### config.mk
export PLATFORM = sky130hd
export DESIGN_NAME = rr_mux8_arbiter_flat
export DESIGN_NICKNAME = d
export VERILOG_FILES = /design/src/rtl/rr_mux8_arbiter_if.sv /design/src/rtl/rr_mux8_arbiter.sv /design/src/flat_wrapper.sv
export SDC_FILE = /design/constraint.sdc
export NUM_CORES = 1
export LEC_CHECK = 0
export ABC_AREA = 1
export CAP_MARGIN = 20
export CORE_MARGIN = 1
export CORE_UTILIZATION = 53
export CTS_CLUSTER_SIZE = 20
export DETAILED_ROUTE_END_ITERATION = 8
export PLACE_DENSITY = 0.8
export SYNTH_ARGS = -nofsm -noshare
export SYNTH_HDL_FRONTEND = slang
export SYNTH_SLANG_ARGS = --single-unit
### constraint.sdc
create_clock -name clk -period 4.1 [get_ports clk]
set_input_delay 0.41 -clock clk [delete_from_list [all_inputs] [get_ports clk]]
set_output_delay 0.41 -clock clk [all_outputs]
set_load 0.01 [all_outputs]
### src/rtl/rr_mux8_arbiter_if.sv
// Handshake bundle between eight requesters and the round-robin mux8 arbiter.
// The master drives requests and data bits; the slave (arbiter) returns grant, select and data.
interface rr_mux8_arbiter_if;
    logic [7:0] req;
    logic [7:0] din;
    logic [7:0] gnt;
    logic [2:0] sel;
    logic       busy;
    logic       dout;

    modport master (
        output req,
        output din,
        input  gnt,
        input  sel,
        input  busy,
        input  dout
    );

    modport slave (
        input  req,
        input  din,
        output gnt,
        output sel,
        output busy,
        output dout
    );
endinterface

### src/rtl/rr_mux8_arbiter.sv
// Round-robin arbiter driving the select of an 8:1 bit mux, with a hold limit
// and a registered copy of the selected data bit. All outputs are registered.
module rr_mux8_arbiter #(
    parameter int MAX_HOLD = 16
) (
    input  logic              clk,
    input  logic              rst_n,
    rr_mux8_arbiter_if.slave  arb
);

    localparam logic [7:0] HOLD_LIMIT = 8'(MAX_HOLD);

    typedef enum logic {
        IDLE,
        GRANT
    } state_t;

    state_t      state_reg;
    logic [7:0]  gnt_reg;
    logic [2:0]  last_reg;     // doubles as the round-robin pointer and the sel output
    logic        busy_reg;
    logic        dout_reg;
    logic [7:0]  cnt_reg;

    logic [7:0]  req_eff;
    logic [7:0]  rot;
    logic [2:0]  offset;
    logic [2:0]  win_idx;
    logic        any_req;
    logic        owner_req;
    logic        hold_expired;

    // Masking the owner is harmless on release (its bit is already low) and
    // required on timeout, so one arbitration serves every re-grant case.
    assign req_eff = arb.req & ~gnt_reg;

    // rot[0] is the request just after the pointer, rot[7] is the pointer itself.
    genvar gi;
    generate
        for (gi = 0; gi < 8; gi++) begin : g_rot
            assign rot[gi] = req_eff[last_reg + 3'(gi + 1)];
        end
    endgenerate

    always_comb begin
        offset = 3'd0;
        for (int i = 7; i >= 0; i--) begin
            if (rot[i]) begin
                offset = 3'(i);
            end
        end
    end

    assign win_idx      = last_reg + offset + 3'd1;
    assign any_req      = |req_eff;
    assign owner_req    = |(arb.req & gnt_reg);
    assign hold_expired = (cnt_reg >= HOLD_LIMIT);

    always_ff @(posedge clk or negedge rst_n) begin
        if (!rst_n) begin
            state_reg <= IDLE;
            gnt_reg   <= 8'h00;
            last_reg  <= 3'd7;
            busy_reg  <= 1'b0;
            dout_reg  <= 1'b0;
            cnt_reg   <= 8'd0;
        end else begin
            case (state_reg)
                IDLE: begin
                    if (any_req) begin
                        state_reg <= GRANT;
                        gnt_reg   <= 8'b1 << win_idx;
                        last_reg  <= win_idx;
                        busy_reg  <= 1'b1;
                        dout_reg  <= arb.din[win_idx];
                        cnt_reg   <= 8'd1;
                    end else begin
                        dout_reg  <= 1'b0;
                    end
                end

                GRANT: begin
                    if (!owner_req && !any_req) begin
                        state_reg <= IDLE;
                        gnt_reg   <= 8'h00;
                        busy_reg  <= 1'b0;
                        dout_reg  <= 1'b0;
                        cnt_reg   <= 8'd0;
                    end else if (!owner_req || (hold_expired && any_req)) begin
                        // Back-to-back handover: the one-hot bit moves in a single edge.
                        gnt_reg   <= 8'b1 << win_idx;
                        last_reg  <= win_idx;
                        dout_reg  <= arb.din[win_idx];
                        cnt_reg   <= 8'd1;
                    end else begin
                        dout_reg  <= arb.din[last_reg];
                        if (!hold_expired) begin
                            cnt_reg <= cnt_reg + 8'd1;
                        end
                    end
                end

                default: begin
                    state_reg <= IDLE;
                end
            endcase
        end
    end

    assign arb.gnt  = gnt_reg;
    assign arb.sel  = last_reg;
    assign arb.busy = busy_reg;
    assign arb.dout = dout_reg;

endmodule

### src/flat_wrapper.sv
// flat-port wrapper written by rule: the top's interface ports become plain ports
module rr_mux8_arbiter_flat 
#(
    parameter int MAX_HOLD = 16
)
  (clk, rst_n, arb_req, arb_din, arb_gnt, arb_sel, arb_busy, arb_dout);
  rr_mux8_arbiter_if arb_i ();
  input  logic clk;
  input  logic rst_n;
  input wire logic [$bits(arb_i.req)-1:0] arb_req;
  input wire logic [$bits(arb_i.din)-1:0] arb_din;
  output wire logic [$bits(arb_i.gnt)-1:0] arb_gnt;
  output wire logic [$bits(arb_i.sel)-1:0] arb_sel;
  output wire logic [$bits(arb_i.busy)-1:0] arb_busy;
  output wire logic [$bits(arb_i.dout)-1:0] arb_dout;
  assign arb_i.req = arb_req;
  assign arb_i.din = arb_din;
  assign arb_gnt = arb_i.gnt;
  assign arb_sel = arb_i.sel;
  assign arb_busy = arb_i.busy;
  assign arb_dout = arb_i.dout;
  rr_mux8_arbiter #(.MAX_HOLD(MAX_HOLD)) u_core (.clk(clk), .rst_n(rst_n), .arb(arb_i));
endmodule
==> flow_summary_export.csv, run 1 <==
group,metric,value,unit
outcome,status,"finished, final reports clean",
sta,finalClockSkew,0.00233,ns
clock_tree,ctsHoldBuffers,0,
grt,grt_usage,0.264,
place,portBuffers,30,
sta,whs,0.315,ns
drt,routed_wl,4.48,mm
synth,synth.distinct_cells,31,
sta,rsz0062_at_grt,"no",
setup_path,rrSetupSlack,0.46,ns
floorplanning,fp-row-count,20,
sta,worst_slew_pin_slew,0.454,ns
synth,synth_warnings,0,
setup_path,critical-path-max-stage-delay,0.72,ns
synth,synth.avg_cell_area,6.91,sq um
place,place_congestion,0.969,
power_and_ir_drop,leakage,1.08,nW
layout,drive_gt1_frac,0.100,
clock_tree,cts_root_buffer,"clkbuf_4",
sta,fmaxAchievable,274,MHz
place,dp_hpwl,3.46,mm
setup_path,cp.required,4.31,ns
setup_path,cp_cell_sequence,"inv_2, ha_1, inv_1, nand3_1, nand3_1, a31oi_1, o21ai_0, nand2_1, nand2_1, nand2_1, ha_1, fa_1, inv_1, nor2_1, inv_1, o221ai_1, nand3_1, nand3_2, nand2_1",
grt,grt_pass1_vias,1638,
sta,min_period,3.64,ns
setup_path,r2r-start,"u_core.arb.sel[0]",
clock_tree,cts-resized-gates,0,
layout,layout.nets,314,
clock_tree,cts.sinks,22,
layout,antenna_cells,0,
setup_path,arrival,3.85,ns
grt,grt_util_met3,0.0390,
drt,dr.pass1.iters,4,
setup_path,r2r.worst_path.cells,19,
synth,async_reset_ff_frac,1.00,
hold_path,min_path_type,"in -> async",
synth,synth_edf_count,0,
clock_tree,h-tree-depth,1,
synth,yosys_most_used_dff,"dfrtp_1",
grt,grt_pass1_wl,7.21,mm
floorplanning,io_pins,31,
floorplanning,die_w,60.1,um
setup_path,cpMaxStageDelayCell,"dfstp_2",
power_and_ir_drop,ir_drop,207,uV
grt,busiest_layer,"met2",
drt,viasPerCell,5.59,
sta,hold_violations,0,
synth,synth-seq-area-share,0.310,
clock_tree,clk_latency,0.31,ns
floorplanning,start_util,0.572,
floorplanning,fp.dieArea,3610,sq um
synth,synth_cells,259,
sta,fin_setup_tns,0,ns
grt,antenna_found_initial,0,
clock_tree,clk_pin_slew,0.12,ns
power_and_ir_drop,cellPowerDensity,165,nW/um^2
run,max_cap_viol_count,0,
setup_path,worstReg2RegEnd,"u_core.arb.dout",
setup_path,startpoint_type,"flip-flop",
drt,drc,0,
layout,syn2layout_area_growth,20.8,%
synth,synth_nets,283,
drt,ant_nets,0,
setup_path,cp_max_fo,16,
setup_path,crit_top_cell,"nand2_1",
floorplanning,core-area,3130,sq um
grt,overflow,0,
sta,slew_headroom,0.697,
grt,met1_usage,0.366,
synth,ys_ff_latch,22,
sta,fin_crit_sh,0.889,
place,dpl_cell_area,2110,sq um
clock_tree,cts_setup_buffers,0,
clock_tree,cts_buffer_depth,2,
grt,grtUsageMet2,0.438,
clock_tree,cts_tree,"done",
drt,drtIter0Drc,154,
drt,wire_per_inst,13.4,um
synth,synth_area,1790,sq um
clock_tree,cts-buffers-inserted,3,
grt,grt_max_degree,23,
sta,setup_viol,0,
drt,vias,1862,
setup_path,worstSetupStartpoint,"u_core.arb.sel[0]",
sta,maxSlewViolCount,0,
setup_path,cp-end-kind,"flip-flop",
setup_path,crit_type,"reg -> reg",
layout,final_area,2160,sq um
floorplanning,chipHeight,60.1,um
-- metrics by stage --
step                      setup WS, ns  cells   util  total power, mW
after CTS                        0.483    332  0.682            0.352
after detailed placement         0.512    328  0.674            0.253
after global placement           0.636    328  0.674            0.253
after global routing             0.161    333  0.691            0.370
after floorplan                  0.851    259      -            0.226
final                            0.456    333  0.691            0.356
-- critical path: cells and delay by family (launching register included) --
family | cells | cell delay, ns
AND/OR/NAND/NOR | 9 | 0.79
buffers and inverters | 4 | 0.48
adder cells (fa/ha/maj) | 3 | 1.14
flip-flops | 1 | 0.72
AO/OA/AOI/OAI | 3 | 0.42
-- report_power, final --
part | switching, mW | leakage, nW | internal, mW
Clock | 0.0655 | 0.0150 | 0.0380
Sequential | 0 | 0.234 | 0.217
Combinational | 0.0155 | 0.829 | 0.0198
-- worst max path at each step --
stage	slack (ns)	end
finish	0.46	u_core.arb.dout
global placement	0.64	u_core.arb.dout
floorplan	0.85	u_core.arb.dout
global route	0.16	u_core.arb.dout
CTS	0.48	u_core.arb.dout
detailed placement	0.51	u_core.arb.dout
-- per-layer routing --
metal | vias up | share of wire
met2 | 78 | 0.48
met4 | 0 | 0.0063
met1 | 859 | 0.45
met5 | - | 0
met3 | 4 | 0.064
li1 | 921 | -
-- final cells by class --
cell class,count,area (sq um)
Multi-Input combinational cell,199,1070
Timing Repair Buffer,31,328
Fill cell,290,966
Sequential cell,22,554
Clock buffer,4,26.3
Tap cell,44,55.1
Inverter,33,124
-- synth_stat cells, types with 2 or more instances --
cell / count / share of area
nand2_1: 72 / 0.15
nand3_1: 45 / 0.13
inv_1: 29 / 0.061
dfrtp_1: 19 / 0.27
nor2_1: 19 / 0.040
o21ai_0: 9 / 0.025
nand3_2: 7 / 0.039
a21oi_1: 6 / 0.017
ha_1: 5 / 0.035
xor2_1: 5 / 0.024
inv_2: 4 / 0.0084
nor3_1: 4 / 0.011
o22ai_1: 4 / 0.014
o22ai_2: 4 / 0.028
dfstp_2: 3 / 0.044
nand2_2: 3 / 0.010
a221oi_1: 2 / 0.0098
a31oi_1: 2 / 0.0070
buf_2: 2 / 0.0056
buf_4: 2 / 0.0084
nor2_2: 2 / 0.0070
o221ai_1: 2 / 0.0098
-- cells by family after synthesis --
kind of cell | share of synthesized area
simple gates | 0.397
buf+inv | 0.0895
compound gates | 0.128
flops | 0.310
xor+xnor | 0.0294
fa+ha+maj | 0.0462
-- layout by cell type, fill, tap and decap left out --
| master | instances |
|---|---|
| nand2_4 | 1 |
| nor3_1 | 4 |
| inv_1 | 29 |
| clkbuf_4 | 3 |
| o211ai_1 | 1 |
| xnor2_1 | 1 |
| a21oi_1 | 6 |
| o22ai_2 | 4 |
| nor2_1 | 19 |
| dfstp_2 | 3 |
| clkdlybuf4s50_1 | 30 |
| o22ai_1 | 4 |
| a221oi_1 | 2 |
| a22oi_1 | 1 |
| o21ai_0 | 9 |
| dfrtp_1 | 19 |
| ha_1 | 5 |
| fa_1 | 1 |
| nand2_1 | 72 |
| a31oi_1 | 2 |
| nor2_2 | 2 |
| o21bai_1 | 1 |
| a22o_1 | 1 |
| nor2_4 | 1 |
| nand2_2 | 3 |
| inv_2 | 4 |
| clkbuf_1 | 1 |
| xor2_1 | 5 |
| nand3_1 | 45 |
| nand3_2 | 7 |
| buf_16 | 1 |
| o221ai_1 | 2 |
No activity file was read; power rests on OpenSTA's default activity.
==> run 2, diff against run 1 <==
PLACE_DENSITY = 0.77   (was 0.8)
==> flow_summary_export.csv, run 2 (synthesis gave the netlist of run 1 again) <==
group,metric,value,unit
outcome,status,"finished, final reports clean",
drt,wl_met2,2.16,mm
setup_path,startpoint_type,"flip-flop",
layout,fin_cells,333,
drt,met3_length,244,um
floorplanning,chipHeight,60.1,um
sta,fin_setup_tns,0,ns
hold_path,min_path_type,"in -> async",
setup_path,crit_top_cell,"nand2_1",
place,portBuffers,30,
setup_path,cp_top_family,"adder cells",
setup_path,cpMaxStageDelayCell,"dfstp_2",
drt,viasPerCell,5.39,
setup_path,arrival,3.91,ns
sta,min_period,3.70,ns
grt,grt_usage,0.262,
setup_path,cp_max_fo,16,
place,dp_hpwl,3.47,mm
drt,drt-met1-wl,2.11,mm
grt,antenna_found_initial,0,
drt,routed_wl,4.53,mm
setup_path,cp.required,4.31,ns
sta,worst_slew_pin_slew,0.478,ns
sta,slew_headroom,0.681,
floorplanning,start_util,0.572,
floorplanning,die_w,60.1,um
clock_tree,cts-resized-gates,0,
clock_tree,cts_setup_buffers,0,
drt,wire_per_inst,13.6,um
layout,multi_input_area,1070,sq um
grt,overflow,0,
layout,final_util,0.691,
setup_path,r2r-start,"u_core.arb.sel[0]",
floorplanning,io_pins,31,
sta,whs,0.287,ns
drt,vias,1794,
floorplanning,core-area,3130,sq um
floorplanning,fp.dieArea,3610,sq um
layout,layout.nets,314,
layout,nFillCells,288,
layout,drive_gt1_frac,0.100,
sta,finalClockSkew,0.00240,ns
clock_tree,h-tree-depth,1,
setup_path,critical-path-max-stage-delay,0.71,ns
setup_path,crit_type,"reg -> reg",
clock_tree,cts-buffers-inserted,3,
clock_tree,clk_latency,0.31,ns
sta,fmaxAchievable,270,MHz
sta,fin_crit_sh,0.902,
layout,syn2layout_area_growth,20.8,%
sta,setup_viol,0,
power_and_ir_drop,total_power,0.358,mW
clock_tree,cts_buffer_depth,2,
power_and_ir_drop,leakage,1.08,nW
power_and_ir_drop,ir_drop,253,uV
setup_path,rrSetupSlack,0.40,ns
power_and_ir_drop,cellPowerDensity,165,nW/um^2
setup_path,cp_cell_sequence,"inv_2, ha_1, inv_1, nand3_1, nand3_1, a31oi_1, o21ai_0, nand2_1, nand2_1, nand2_1, ha_1, fa_1, inv_1, nor2_1, inv_1, o221ai_1, nand3_1, nand3_2, nand2_1",
place,place_congestion,0.873,
sta,rsz0062_at_grt,"no",
drt,dr.pass1.iters,4,
layout,final_common_cell,"nand2_1",
clock_tree,ctsHoldBuffers,0,
drt,drtIter0Drc,140,
setup_path,worstReg2RegEnd,"u_core.arb.dout",
layout,final_cell_mix,"72 x nand2_1, 45 x nand3_1, 30 x clkdlybuf4s50_1",
drt,drc,0,
floorplanning,fp-row-count,20,
place,dp.cells,328,
drt,ant_nets,0,
clock_tree,cts_tree,"done",
sta,maxSlewViolCount,0,
clock_tree,cts_root_buffer,"clkbuf_4",
setup_path,cp-end-kind,"flip-flop",
setup_path,r2r.worst_path.cells,19,
setup_path,worst-path-buf-inv,4,
sta,hold_violations,0,
run,max_cap_viol_count,0,
grt,grt_max_degree,23,
clock_tree,cts.sinks,22,
clock_tree,clk_pin_slew,0.12,ns
grt,grt_pass1_vias,1627,
grt,grt_pass1_wl,7.10,mm
layout,regArea,554,sq um
drt,routed.top_layer,"met4",
layout,antenna_cells,0,
## run 2: final cells by class
class	instances	share of cell area
Multi-Input combinational cell	199	0.497
Sequential cell	22	0.256
Timing Repair Buffer	31	0.152
Inverter	33	0.0573
Tap cell	44	0.0255
Clock buffer	4	0.0122
## run 2: worst max-delay path by stage
stage	startpoint	endpoint	slack, ns	cells past startpoint
4_1_cts	u_core.arb.sel[0]	u_core.arb.dout	0.47	19
6_report	u_core.arb.sel[0]	u_core.arb.dout	0.40	19
5_1_grt	u_core.arb.sel[0]	u_core.arb.dout	0.12	19
3_3_place_gp	u_core.arb.sel[0]	u_core.arb.dout	0.60	19
3_5_place_dp	u_core.arb.sel[0]	u_core.arb.dout	0.49	19
2_1_floorplan	u_core.arb.sel[1]	u_core.arb.dout	0.85	20
## run 2: metal layers
layer  vias to the layer above  track usage
li1                        923            -
met1                       808        0.367
met2                        61        0.435
met3                         2       0.0390
met4                         0       0.0332
met5                         -            0
## run 2: stage by stage
step	instance area, sq um	worst slack, ns
CTS	2130	0.467
detailed placement	2110	0.491
global route	2160	0.120
floorplan	1790	0.851
global placement	2110	0.601
finish	2160	0.401
## run 2: power by group
part	internal, mW	total [mW]	switching, mW
clock	0.0381	0.105	0.0669
sequential	0.217	0.217	0
combinational	0.0198	0.0356	0.0157
total	0.275	0.358	0.0827
==> run 3, diff against run 2 <==
TNS_END_PERCENT = 10   (was not set)
==> results of run 3 <==
No change in the layout: final DEF, timing and power equal those of run 2.
==> edit, RTL diff (flow settings as in run 3) <==
Make the reset (`rst_n`) synchronous in one clocked block.
--- a/src/rtl/rr_mux8_arbiter.sv
+++ b/src/rtl/rr_mux8_arbiter.sv
@@ -58,3 +58,3 @@
 
-    always_ff @(posedge clk or negedge rst_n) begin
+    always_ff @(posedge clk) begin
         if (!rst_n) begin
Behaviour: differs if rst_n is asserted again (counterexample within 4 cycles, from zero or initial values and one cycle with rst_n low); with rst_n held inactive, the same outputs for 10 cycles.
==> edit against run 3 <==
Cell count is 4.2% higher; synthesized cell count is 5.0% higher; clock skew is 0.0010 ns higher; worst setup slack better by 0.42 ns; cell area is 2.6% lower; sequential cell count stayed put; non-clock buffer count is 1 higher; wire length is 4.8% lower; synthesized area is 2.9% lower; critical path type unchanged.
Power is left out: it rests on default switching activity, and per cell area and clock period it moved more than threefold.
==> edit: results (changes against run 3) <==
<table>
<tr><th>Metric</th><th>Value</th></tr>
<tr><th colspan="2">Yosys</th></tr>
<tr><td>Post-Synth XOR/XNOR Area</td><td>3.31% (+0.37 points)</td></tr>
<tr><td>Share of flip-flops with an asynchronous set or reset after synthesis</td><td>0% (-100 points)</td></tr>
<tr><td>Biggest area contributors in the synthesized netlist</td><td>dfxtp_1 (25%), nand2_1 (15%), nand3_1 (14%), inv_1 (6.9%), ha_1 (3.6%)</td></tr>
<tr><td>Yosys cell types</td><td>33 (+6.5%)</td></tr>
<tr><td>Number of nets in the synthesized netlist</td><td>296 (+4.6%)</td></tr>
<tr><td>Synth Area in Adders</td><td>4.75% (+0.14 points)</td></tr>
<tr><td>Most used standard cells in the synthesized netlist</td><td>nand2_1 (69), nand3_1 (49), inv_1 (32)</td></tr>
<tr><td>Synthesized-area fraction occupied by ao, oa, aoi and oai cells</td><td>12.8% (+0.018 points)</td></tr>
<tr><td>Fraction of the yosys area taken by sequential cells</td><td>25.3% (-5.6 points)</td></tr>
<tr><th colspan="2">CTS</th></tr>
<tr><td>Buffer type at the clock tree root</td><td>clkbuf_4</td></tr>
<tr><th colspan="2">GRT</th></tr>
<tr><td>Largest net degree at the start of global routing</td><td>17 (-26%)</td></tr>
<tr><td>Overall track demand over capacity in global routing</td><td>27.0% (+0.81 points)</td></tr>
<tr><td>Via count of the first global-routing pass</td><td>1617 (-0.61%)</td></tr>
<tr><th colspan="2">Drt</th></tr>
<tr><td>Average detailed-routed wire length per instance</td><td>12.4 um (-8.7%)</td></tr>
<tr><td>Detail-routed via count per cell</td><td>5.36 (-0.56%)</td></tr>
<tr><td>Initial drt markers</td><td>125 (-11%)</td></tr>
<tr><th colspan="2">Setup path</th></tr>
<tr><td>Arrival time worst endpoint</td><td>3.54 ns (-0.37 ns)</td></tr>
<tr><td>Worst-case register-to-register setup slack</td><td>0.82 ns (+0.42 ns)</td></tr>
<tr><th colspan="2">Placement</th></tr>
<tr><td>Final estimated routing congestion in global placement</td><td>0.913 (+4.6%)</td></tr>
<tr><td>Detailed placer's ending HPWL</td><td>3490 um (+0.70%)</td></tr>
<tr><td>Post-placement worst setup slack</td><td>0.792 ns (+0.301 ns)</td></tr>
<tr><th colspan="2">Timing</th></tr>
<tr><td>Final Worst Setup Slack</td><td>0.820 ns (+0.419 ns)</td></tr>
<tr><td>Worst clock skew on the final layout</td><td>0.00345 ns (+0.00105 ns)</td></tr>
<tr><td>Relative max-transition margin</td><td>60.5% (-7.6 points)</td></tr>
<tr><th colspan="2">Run status</th></tr>
<tr><td>Status</td><td>complete, no violations</td></tr>
<tr><th colspan="2">Layout</th></tr>
<tr><td>Net count of the finished layout</td><td>328 (+4.5%)</td></tr>
</table>
==> edit: layout make-up <==
| class | count | area [um2] |
|---|---|---|
| clock buffers | 4 | 36.3 |
| fillers | 284 | 972 |
| inverters | 39 | 149 |
| well taps | 44 | 55.1 |
| flip-flops and latches | 22 | 440 |
| repair buffers | 32 | 315 |
| multi-input cells | 206 | 1110 |
==> edit: worst paths after layout <==
check	startpoint	to	cells past startpoint
setup / recovery	u_core.arb.sel[0]	u_core.arb.dout	20
hold / removal	u_core.cnt_reg[5]	u_core.cnt_reg[5]	2
setup reg to reg	u_core.arb.sel[0]	u_core.arb.dout	20
hold reg to reg	u_core.cnt_reg[5]	u_core.cnt_reg[5]	2
==> edit: stage by stage <==
stage	util (%)	instances	hold WS, ns	cell area, um2
after global placement	67.2	343	0.430	2070
after CTS	68.4	347	0.452	2110
after global routing	68.4	347	0.487	2110
final	68.4	347	0.449	2110
after detailed placement	67.2	343	0.432	2070
after floorplan	-	272	0.419	1740
==> edit: routing by layer <==
| metal | wire length (um) | share of wire, % | track usage (%) | vias up |
|---|---|---|---|---|
| met5 | 0 | 0 | 0 | - |
| met4 | 42 | 0.97 | 5.78 | 0 |
| met3 | 227 | 5.3 | 5.46 | 6 |
| met2 | 1970 | 46 | 43.7 | 53 |
| met1 | 2070 | 48 | 36.9 | 838 |
| li1 | - | - | - | 962 |
==> edit: critical path: stages, from the launching register on <==
cell	delay, ns
dfxtp_1	0.34
inv_2	0.25
ha_1	0.34
inv_1	0.14
nand3_1	0.13
nand3_1	0.10
nand2_1	0.07
o21ai_0	0.17
nand2_1	0.07
nand2_1	0.05
nand2_1	0.05
ha_1	0.19
fa_1	0.54
inv_1	0.13
nand2_1	0.11
o22ai_1	0.07
a211oi_1	0.18
nand3_1	0.10
nand3_1	0.08
nand2_1	0.05
inv_1	0.05
